### src/rtl/sobel_frame_sequencer_if.sv
// Stream and window-controller signals around the Sobel frame sequencer.
// master: the sequencer itself. slave: the DMA, window controller and downstream side.
interface sobel_frame_sequencer_if;
    logic       s_valid;
    logic [7:0] s_data;
    logic       s_ready;
    logic       lb_rst;
    logic       lb_valid;
    logic [7:0] lb_data;
    logic       win_valid;
    logic       win_ready;
    logic       m_valid;
    logic       m_last;
    logic       m_ready;

    modport master (
        input  s_valid, s_data, win_valid, m_ready,
        output s_ready, lb_rst, lb_valid, lb_data, win_ready, m_valid, m_last
    );

    modport slave (
        output s_valid, s_data, win_valid, m_ready,
        input  s_ready, lb_rst, lb_valid, lb_data, win_ready, m_valid, m_last
    );
endinterface

### src/rtl/sobel_frame_sequencer.sv
// Frame-level sequencer around the 4-line-buffer 3x3 window controller.
// Clears the window controller, meters input pixels so the line-buffer writer
// never overruns the lines being read, and forwards/counts window outputs.
module sobel_frame_sequencer #(
    parameter int IMG_W      = 128,
    parameter int IMG_H      = 128,
    parameter int CLR_CYCLES = 4
) (
    input  logic Clk,
    input  logic rst,
    input  logic start,
    input  logic abort,
    output logic busy,
    output logic done,
    sobel_frame_sequencer_if.master bus
);
    localparam int IN_TOTAL  = IMG_W * IMG_H;
    localparam int OUT_TOTAL = IMG_W * (IMG_H - 2);
    localparam int CNT_W     = $clog2(IN_TOTAL + 1);
    localparam int LINE_W    = $clog2(IMG_H + 1);
    localparam int PIX_W     = (IMG_W > 1) ? $clog2(IMG_W) : 1;
    localparam int CLR_W     = (CLR_CYCLES > 1) ? $clog2(CLR_CYCLES) : 1;

    localparam logic [CNT_W-1:0] IN_END   = CNT_W'(IN_TOTAL);
    localparam logic [CNT_W-1:0] IN_LAST  = CNT_W'(IN_TOTAL - 1);
    localparam logic [CNT_W-1:0] OUT_LAST = CNT_W'(OUT_TOTAL - 1);
    localparam logic [PIX_W-1:0] PIX_LAST = PIX_W'(IMG_W - 1);
    localparam logic [CLR_W-1:0] CLR_LAST = CLR_W'(CLR_CYCLES - 1);

    typedef enum logic [2:0] {IDLE, CLEAR, RUN, DRAIN, DONE} state_t;

    state_t            state_reg;
    logic              busy_reg;
    logic              done_reg;
    logic              lb_rst_reg;
    logic [CNT_W-1:0]  in_cnt_reg;
    logic [CNT_W-1:0]  out_cnt_reg;
    logic [LINE_W-1:0] in_line_reg;
    logic [LINE_W-1:0] out_line_reg;
    logic [PIX_W-1:0]  in_pix_reg;
    logic [PIX_W-1:0]  out_pix_reg;
    logic [CLR_W-1:0]  clr_cnt_reg;

    logic              streaming;
    logic              lag_ok;
    logic [LINE_W:0]   lag_limit;
    logic              in_xfer;
    logic              out_xfer;

    // Writer may be at most one line buffer ahead of the three being read.
    assign lag_limit = {1'b0, out_line_reg} + (LINE_W + 1)'(3);
    assign lag_ok    = ({1'b0, in_line_reg} <= lag_limit);
    assign streaming = (state_reg == RUN) || (state_reg == DRAIN);

    assign bus.s_ready   = (state_reg == RUN) && (in_cnt_reg < IN_END) && lag_ok;
    assign in_xfer       = bus.s_valid && bus.s_ready;
    assign bus.lb_valid  = in_xfer;
    // Data is held at zero between strobes so the bus is quiet in reset and idle.
    assign bus.lb_data   = in_xfer ? bus.s_data : 8'd0;

    assign bus.m_valid   = streaming && bus.win_valid;
    assign bus.win_ready = streaming && bus.m_ready;
    assign out_xfer      = bus.m_valid && bus.m_ready;
    assign bus.m_last    = bus.m_valid && (out_cnt_reg == OUT_LAST);

    assign bus.lb_rst    = lb_rst_reg;
    assign busy          = busy_reg;
    assign done          = done_reg;

    // Frame FSM with its counters and registered control outputs.
    always_ff @(posedge Clk or posedge rst) begin
        if (rst) begin
            state_reg    <= IDLE;
            busy_reg     <= 1'b0;
            done_reg     <= 1'b0;
            lb_rst_reg   <= 1'b1;
            in_cnt_reg   <= '0;
            out_cnt_reg  <= '0;
            in_line_reg  <= '0;
            out_line_reg <= '0;
            in_pix_reg   <= '0;
            out_pix_reg  <= '0;
            clr_cnt_reg  <= '0;
        end else begin
            done_reg <= 1'b0;
            if (abort) begin
                state_reg  <= IDLE;
                busy_reg   <= 1'b0;
                lb_rst_reg <= 1'b1;
            end else begin
                case (state_reg)
                    IDLE: begin
                        lb_rst_reg <= 1'b1;
                        if (start) begin
                            state_reg    <= CLEAR;
                            busy_reg     <= 1'b1;
                            in_cnt_reg   <= '0;
                            out_cnt_reg  <= '0;
                            in_line_reg  <= '0;
                            out_line_reg <= '0;
                            in_pix_reg   <= '0;
                            out_pix_reg  <= '0;
                            clr_cnt_reg  <= '0;
                        end
                    end
                    CLEAR: begin
                        if (clr_cnt_reg == CLR_LAST) begin
                            state_reg  <= RUN;
                            lb_rst_reg <= 1'b0;
                        end else begin
                            clr_cnt_reg <= clr_cnt_reg + CLR_W'(1);
                        end
                    end
                    RUN, DRAIN: begin
                        if (in_xfer) begin
                            in_cnt_reg <= in_cnt_reg + CNT_W'(1);
                            if (in_pix_reg == PIX_LAST) begin
                                in_pix_reg  <= '0;
                                in_line_reg <= in_line_reg + LINE_W'(1);
                            end else begin
                                in_pix_reg <= in_pix_reg + PIX_W'(1);
                            end
                        end
                        if (out_xfer) begin
                            out_cnt_reg <= out_cnt_reg + CNT_W'(1);
                            if (out_pix_reg == PIX_LAST) begin
                                out_pix_reg  <= '0;
                                out_line_reg <= out_line_reg + LINE_W'(1);
                            end else begin
                                out_pix_reg <= out_pix_reg + PIX_W'(1);
                            end
                        end
                        // The final output ends the frame even if input is still pending.
                        if (out_xfer && bus.m_last) begin
                            state_reg <= DONE;
                            done_reg  <= 1'b1;
                        end else if ((state_reg == RUN) &&
                                     ((in_xfer && (in_cnt_reg == IN_LAST)) ||
                                      (in_cnt_reg == IN_END))) begin
                            state_reg <= DRAIN;
                        end
                    end
                    DONE: begin
                        state_reg  <= IDLE;
                        busy_reg   <= 1'b0;
                        lb_rst_reg <= 1'b1;
                    end
                    default: begin
                        state_reg  <= IDLE;
                        busy_reg   <= 1'b0;
                        lb_rst_reg <= 1'b1;
                    end
                endcase
            end
        end
    end
endmodule

### src/flat_wrapper.sv
// flat-port wrapper written by rule: the top's interface ports become plain ports
module sobel_frame_sequencer_flat 
#(
    parameter int IMG_W      = 128,
    parameter int IMG_H      = 128,
    parameter int CLR_CYCLES = 4
)
  (Clk, rst, start, abort, busy, done, bus_s_valid, bus_s_data, bus_win_valid, bus_m_ready, bus_s_ready, bus_lb_rst, bus_lb_valid, bus_lb_data, bus_win_ready, bus_m_valid, bus_m_last);
  sobel_frame_sequencer_if bus_i ();
  input  logic Clk;
  input  logic rst;
  input  logic start;
  input  logic abort;
  output logic busy;
  output logic done;
  input wire logic [$bits(bus_i.s_valid)-1:0] bus_s_valid;
  input wire logic [$bits(bus_i.s_data)-1:0] bus_s_data;
  input wire logic [$bits(bus_i.win_valid)-1:0] bus_win_valid;
  input wire logic [$bits(bus_i.m_ready)-1:0] bus_m_ready;
  output wire logic [$bits(bus_i.s_ready)-1:0] bus_s_ready;
  output wire logic [$bits(bus_i.lb_rst)-1:0] bus_lb_rst;
  output wire logic [$bits(bus_i.lb_valid)-1:0] bus_lb_valid;
  output wire logic [$bits(bus_i.lb_data)-1:0] bus_lb_data;
  output wire logic [$bits(bus_i.win_ready)-1:0] bus_win_ready;
  output wire logic [$bits(bus_i.m_valid)-1:0] bus_m_valid;
  output wire logic [$bits(bus_i.m_last)-1:0] bus_m_last;
  assign bus_i.s_valid = bus_s_valid;
  assign bus_i.s_data = bus_s_data;
  assign bus_i.win_valid = bus_win_valid;
  assign bus_i.m_ready = bus_m_ready;
  assign bus_s_ready = bus_i.s_ready;
  assign bus_lb_rst = bus_i.lb_rst;
  assign bus_lb_valid = bus_i.lb_valid;
  assign bus_lb_data = bus_i.lb_data;
  assign bus_win_ready = bus_i.win_ready;
  assign bus_m_valid = bus_i.m_valid;
  assign bus_m_last = bus_i.m_last;
  sobel_frame_sequencer #(.IMG_W(IMG_W), .IMG_H(IMG_H), .CLR_CYCLES(CLR_CYCLES)) u_core (.Clk(Clk), .rst(rst), .start(start), .abort(abort), .busy(busy), .done(done), .bus(bus_i));
endmodule
### config.mk
export PLATFORM = sky130hd
export DESIGN_NAME = sobel_frame_sequencer_flat
export DESIGN_NICKNAME = d
export VERILOG_FILES = /design/src/rtl/sobel_frame_sequencer_if.sv /design/src/rtl/sobel_frame_sequencer.sv /design/src/flat_wrapper.sv
export SDC_FILE = /design/constraint.sdc
export NUM_CORES = 1
export LEC_CHECK = 0
export BUFFER_PORTS_ARGS = -buffer_cell sky130_fd_sc_hd__buf_2
export CAP_MARGIN = 15
export CORE_MARGIN = 3
export CORE_UTILIZATION = 60
export CTS_BUF_LIST = sky130_fd_sc_hd__clkbuf_4 sky130_fd_sc_hd__clkbuf_8 sky130_fd_sc_hd__clkbuf_16
export CTS_CLUSTER_SIZE = 30
export DETAILED_ROUTE_END_ITERATION = 10
export PLACE_DENSITY = 0.8
export SLEW_MARGIN = 20
export SYNTH_ARGS = -nofsm -noshare
export SYNTH_HDL_FRONTEND = slang
export SYNTH_SLANG_ARGS = --single-unit
export TNS_END_PERCENT = 20
### constraint.sdc
create_clock -name Clk -period 4.13 [get_ports Clk]
set_input_delay 0.6195 -clock Clk [delete_from_list [all_inputs] [get_ports Clk]]
set_output_delay 0.6195 -clock Clk [all_outputs]
set_load 0.1 [all_outputs]
Word-level counts from Yosys, hierarchy flattened
Cells that the tools add are included.
Storage, ports and cells
  bits in registers: 68
  bits of input ports: 15
  logic and storage cells: 105
Cells by class
  $add $sub $neg: 8
  magnitude comparators: 2
  equality and inequality tests: 20
  multiplexer cells: 38
  bitwise logic cells: 1
  reductions and logical operators: 25
Operators with widths (count)
  15-bit case mux with 2 select lines: 2
  8-bit 2-to-1 mux: 6
  15-bit 2-to-1 mux: 3
  7-bit 2-to-1 mux: 5
  8-bit case mux with 2 select lines: 2
  15-bit by 1-bit adder with 15-bit output, second input constant: 2
  15-bit by 14-bit == test with 1-bit output, second input constant: 2
  7-bit case mux with 2 select lines: 2
  8-bit by 1-bit adder with 8-bit output, second input constant: 2
  15-bit == test, second input constant: 1
  15-bit less-than comparator, second input constant: 1
  3-bit 2-to-1 mux: 5
  7-bit by 1-bit adder with 7-bit output, second input constant: 2
  7-bit == test, second input constant: 2
  4-bit AND reduction: 3
  1-bit logical AND: 10
  2-bit by 1-bit != test with 1-bit output, second input constant: 5
  5-bit AND reduction: 2
  8-bit by 2-bit adder with 9-bit output, second input constant: 1
  8-bit by 9-bit <= comparator with 1-bit output: 1
  3-bit case mux with 3 select lines: 1
  1-bit 2-to-1 mux: 7
  3-bit by 2-bit == test with 1-bit output, second input constant: 2
  2-bit != test, second input constant: 3
  other kinds (17): 22

Depth between registers and ports, before layout
  word-level depth: 11
  depth in mapped cells: 16

Worst setup path before layout
No wires, ideal clock.
  path type: reg-to-output
  from: reg u_core.out_line_reg[2]
  to: out bus_s_ready
  arrival: 4.846 ns
  required time: 3.510 ns
  slack: -1.336 ns
  cell stages (with the launch flop): 12
  buffers on the path: 1
  cells stage by stage: dfrtp_1 > buf_6 > and3_4 > and3_4 > o21ai_0 > xor2_1 > ha_1 > nand3_1 > nor2_1 > a2111oi_4 > nor2_1 > nor4_1
On the way
  word-level cells in the longest chain between the ends: 3
RTL lines
  start, declared: RTL line sobel_frame_sequencer.sv:39  | logic [LINE_W-1:0] out_line_reg;
  start signal, assigned: RTL line sobel_frame_sequencer.sv:128  | out_line_reg <= out_line_reg + LINE_W'(1);
  8-bit by 2-bit adder with 9-bit output: RTL line sobel_frame_sequencer.sv:51  | assign lag_limit = {1'b0, out_line_reg} + (LINE_W + 1)'(3);
  8-bit by 9-bit <= comparator with 1-bit output: RTL line sobel_frame_sequencer.sv:52  | assign lag_ok = ({1'b0, in_line_reg} <= lag_limit);
  1-bit logical AND: RTL line sobel_frame_sequencer.sv:55  | assign bus.s_ready = (state_reg == RUN) && (in_cnt_reg < IN_END) && lag_ok;
  end, declared: RTL line flat_wrapper.sv:20  | output wire logic [$bits(bus_i.s_ready)-1:0] bus_s_ready;
Every way passes these cells.

Worst setup path in the final report
  from: reg u_core.out_line_reg[0]
  to: out bus_lb_data[1]
On the way
  word-level cells in the longest chain between the ends: 5
RTL lines
  8-bit by 2-bit adder with 9-bit output: RTL line sobel_frame_sequencer.sv:51
  8-bit by 9-bit <= comparator with 1-bit output: RTL line sobel_frame_sequencer.sv:52
  1-bit logical AND: RTL line sobel_frame_sequencer.sv:55
  1-bit logical AND: RTL line sobel_frame_sequencer.sv:56  | assign in_xfer = bus.s_valid && bus.s_ready;
  8-bit 2-to-1 mux: RTL line sobel_frame_sequencer.sv:59  | assign bus.lb_data = in_xfer ? bus.s_data : 8'd0;
  end, declared: RTL line flat_wrapper.sv:23  | output wire logic [$bits(bus_i.lb_data)-1:0] bus_lb_data;
Every way passes these cells.

==> reports/results.md <==
- 3,267 — via count of the first global-routing pass
- 0.00402 mm^2 — area of the mapped netlist
- 0.00198 uW — leakage component of the power
- 505 — # fillers
- 0.961 ns — Worst-Margin Slew
- 3.85 ns — final critical-path required period
- 0 — max-cap violation count
- 3.51 ns — data required time of the critical path
- 3 — Clock H-tree levels
- 87.8 um — floorplan die width
- 8780 um — total routed wirelength
- 31 — # IOs
- dfrtp_1 42%, ha_1 5.3%, o21ai_0 5.2% — top post-synthesis cells by area
- 68 — CTS Sinks
- 0 — number of pins with negative max-slew slack in the final report
- 9 — number of buffers added by the clock tree synthesis step
- 15.6 um — routed wire length per instance
- 6.07 — Vias/cell
- bus_lb_data[1] — Worst Setup EP
- 11.2% — relative area change from synthesis to final layout
- 1.00 — fraction of registers with async set/reset
- built — clock tree from TritonCTS
- 47 — pin count of the biggest net entering global routing
- 212 — initial drt markers
- clkbuf_8 — master cell of the clock root buffer
- u_core.in_line_reg[2] — worst reg2reg path endpoint
- false — setup repair after global routing missed its margin
- complete, no violations — outcome
- 29 — Rows
- inv_1 > ha_1 > inv_1 > and3_1 > xnor2_1 > ha_1 > a21oi_1 > nor2_1 > a2111oi_4 > o21ai_2 > clkinv_4 > and2_1 > buf_6 — chain of cells forming the critical path
- 5 — number of optimization iterations in the first detailed-route pass
- 0.277 ns — Final WS setup
- 0 — number of antenna violations at the first check in global routing
- 0 — final antenna diode count
- 0.424 — share of the yosys chip area belonging to registers
- 21 — biggest fanout along the worst timing path
- 0.358 — Rel. slew slack
- 30 — Port Buffers
- 0 — antenna violation net count after detailed routing
- 481 — syn nets
- 522 mW/mm^2 — Pwr per Cell Area
- 0.00420 mm^2 — standard cell area after detailed placement
- 0 — final setup violating endpoints
- 0.477 ns — final-layout worst hold slack
- 0 — Yosys warnings
- u_core.out_line_reg[2] — Reg2Reg Launch Point
- 0.933 — ratio of final minimum period to clock period
- 3.23 ns — arrival time worst endpoint
- 0.155 — share of layout cells above drive strength 1
- 0.47 ns — delay contributed by the slowest stage of the critical path
- 68 — register bit count reported by yosys
- reg2out — worst setup path class
- 0 — grt total ovfl
- reg2reg — Hold WC Path Type
- 8.94 um^2 — Avg Cell Area, Syn
- 13 — reg2reg path depth
- 0 — count of hold buffers inserted by post-cts repair
- 0.00771 mm^2 — full die area
- 0 — count of unresolved DRC violations after routing
- 67 x dfrtp_1, 45 x nand2_1, 42 x o21ai_0 — top post-synthesis cells by count
- 0 ns — setup TNS after final layout
- output pin — crit end category
- 0.350 mV — IR Drop Worst-Case VDD
- 6040 um — placed wire-length estimate
- 0.38 ns — setup slack of the worst register-to-register path
- 2 — maximum number of buffers from clock root to sink
- register — launching element type of the critical path
- 49 — synth unique cells
- 0.695 — Final Core Density
- u_core.out_line_reg[0] — worst setup path startpoint
- 0.00771 ns — clock skew after layout
- dfrtp_1 — dominant synthesized flop cell
- 0.260 GHz — Max Clock Freq
- 0.365 ns — Setup WS pre-CTS
- 0.250 — combined global-route utilization of all metal layers
- 0.34 ns — source-to-sink clock delay at the later pin of the worst-skew pair
- u_core.bus.lb_rst — hold_sp
- 15,100 um — wire length of the first global-routing pass
- 0 — number of synthesized flops with an enable pin
- 0.838 — routability-driven placement congestion ratio
- dfrtp_1 — most used standard cell by instance count after synthesis
- 0.625 — starting density of the core
- dfrtp_1 — cell with the biggest individual delay on the critical path
- 87.8 um — vertical die dimension
- 3,408 — Via Count
- 0.00642 mm^2 — Core Region
- 0.418 — post-synth top area share
- 0 — count of endpoints failing hold in the final timing report
- dfrtp_1 — most area-hungry cell type in the Yosys netlist
- 449 — number of cells produced by synthesis
- 511 — net count reported at finish
- 0.07 ns — clock transition at the register clock pins on the worst setup and hold paths after CTS
- 0.00447 mm^2 — final standard cell area without fillers
-- where the power goes --
part	internal [uW]	switching [uW]	total [uW]
logic	256	617	873
registers	774	132	907
clock network	299	250	549
-- how the worst min path moves through the flow --
stage                                 end  cells after the start  slack (ns)
CTS                           u_core.done                      2        0.47
floorplan           u_core.out_pix_reg[3]                      1        0.46
global placement        u_core.bus.lb_rst                      2        0.47
detailed placement      u_core.bus.lb_rst                      2        0.47
finish                  u_core.bus.lb_rst                      2        0.48
global route          u_core.state_reg[2]                      2        0.49
-- what timing repair did --
action                     4_1_cts  5_1_grt
setup buffers                    0        0
setup endpoints to repair        8       10
resized for setup                8       14
cloned                           0        0
-- routing by layer --
layer | share of wire | global-route usage | vias to the layer above
li1 | - | - | 1684
met1 | 0.45 | 0.321 | 1620
met2 | 0.49 | 0.404 | 83
met3 | 0.042 | 0.0724 | 21
met4 | 0.019 | 0.0893 | 0
met5 | 0 | 0 | -
-- cell families after synthesis --
kind of cell | after synthesis | synth area share
flops | 68 | 0.424
simple gates | 208 | 0.271
buf+inv | 31 | 0.0396
xor+xnor | 20 | 0.0436
fa+ha+maj | 17 | 0.0530
mux | 2 | 0.00499
compound gates | 103 | 0.163
-- cells in the final DEF, fill, tap and decap left out, types with 2 or more instances in the layout --
cell / synthesis / routed
nor2b_1: 2 / 2
a21o_1: 4 / 4
buf_2: 3 / 20
buf_4: 0 / 5
buf_6: 3 / 8
a211oi_1: 3 / 2
or3_1: 14 / 14
and2_1: 12 / 12
and3_4: 2 / 2
and3_1: 11 / 11
inv_1: 14 / 13
o21ai_0: 42 / 42
nand3_1: 28 / 28
xnor2_1: 4 / 4
nor4b_1: 2 / 2
a21oi_1: 25 / 25
ha_1: 17 / 17
and4_1: 4 / 4
nor3_1: 5 / 5
or2_2: 4 / 4
clkbuf_8: 0 / 9
dfrtp_1: 67 / 67
o21ai_2: 5 / 5
clkbuf_4: 0 / 5
or4_1: 8 / 8
mux2i_1: 2 / 2
nand4_1: 15 / 15
o31ai_1: 9 / 9
nand2b_1: 7 / 7
nor4_1: 3 / 2
nand2_1: 45 / 45
a21oi_2: 4 / 4
nor2_1: 41 / 41
xor2_1: 16 / 16
a31oi_1: 2 / 2
clkinv_4: 0 / 2
nand3b_1: 2 / 2
-- stage by stage --
stage	total power (uW)	std cells
final	2330	561
after global routing	2490	561
after CTS	2320	561
after detailed placement	1750	545
after global placement	1720	545
after floorplan	1590	449
-- cell type report --
class	count	area, um^2	share of cell area
Sequential cell	68	1700	0.381
Clock buffer	12	146	0.0328
Inverter	15	61.3	0.0137
Tap cell	77	96.3	0.0216
Multi-Input combinational cell	350	2160	0.485
Clock inverter	4	51.3	0.0115
Timing Repair Buffer	35	243	0.0544
-- critical path, delay by kind of cell (launching register included) --
kind,cells,cell delay (ns)
xor+xnor,1,0.17
buf+inv,4,0.63
flops,1,0.47
fa+ha+maj,2,0.51
simple gates,3,0.44
compound gates,3,0.66
No activity file was read; power rests on OpenSTA's default activity.
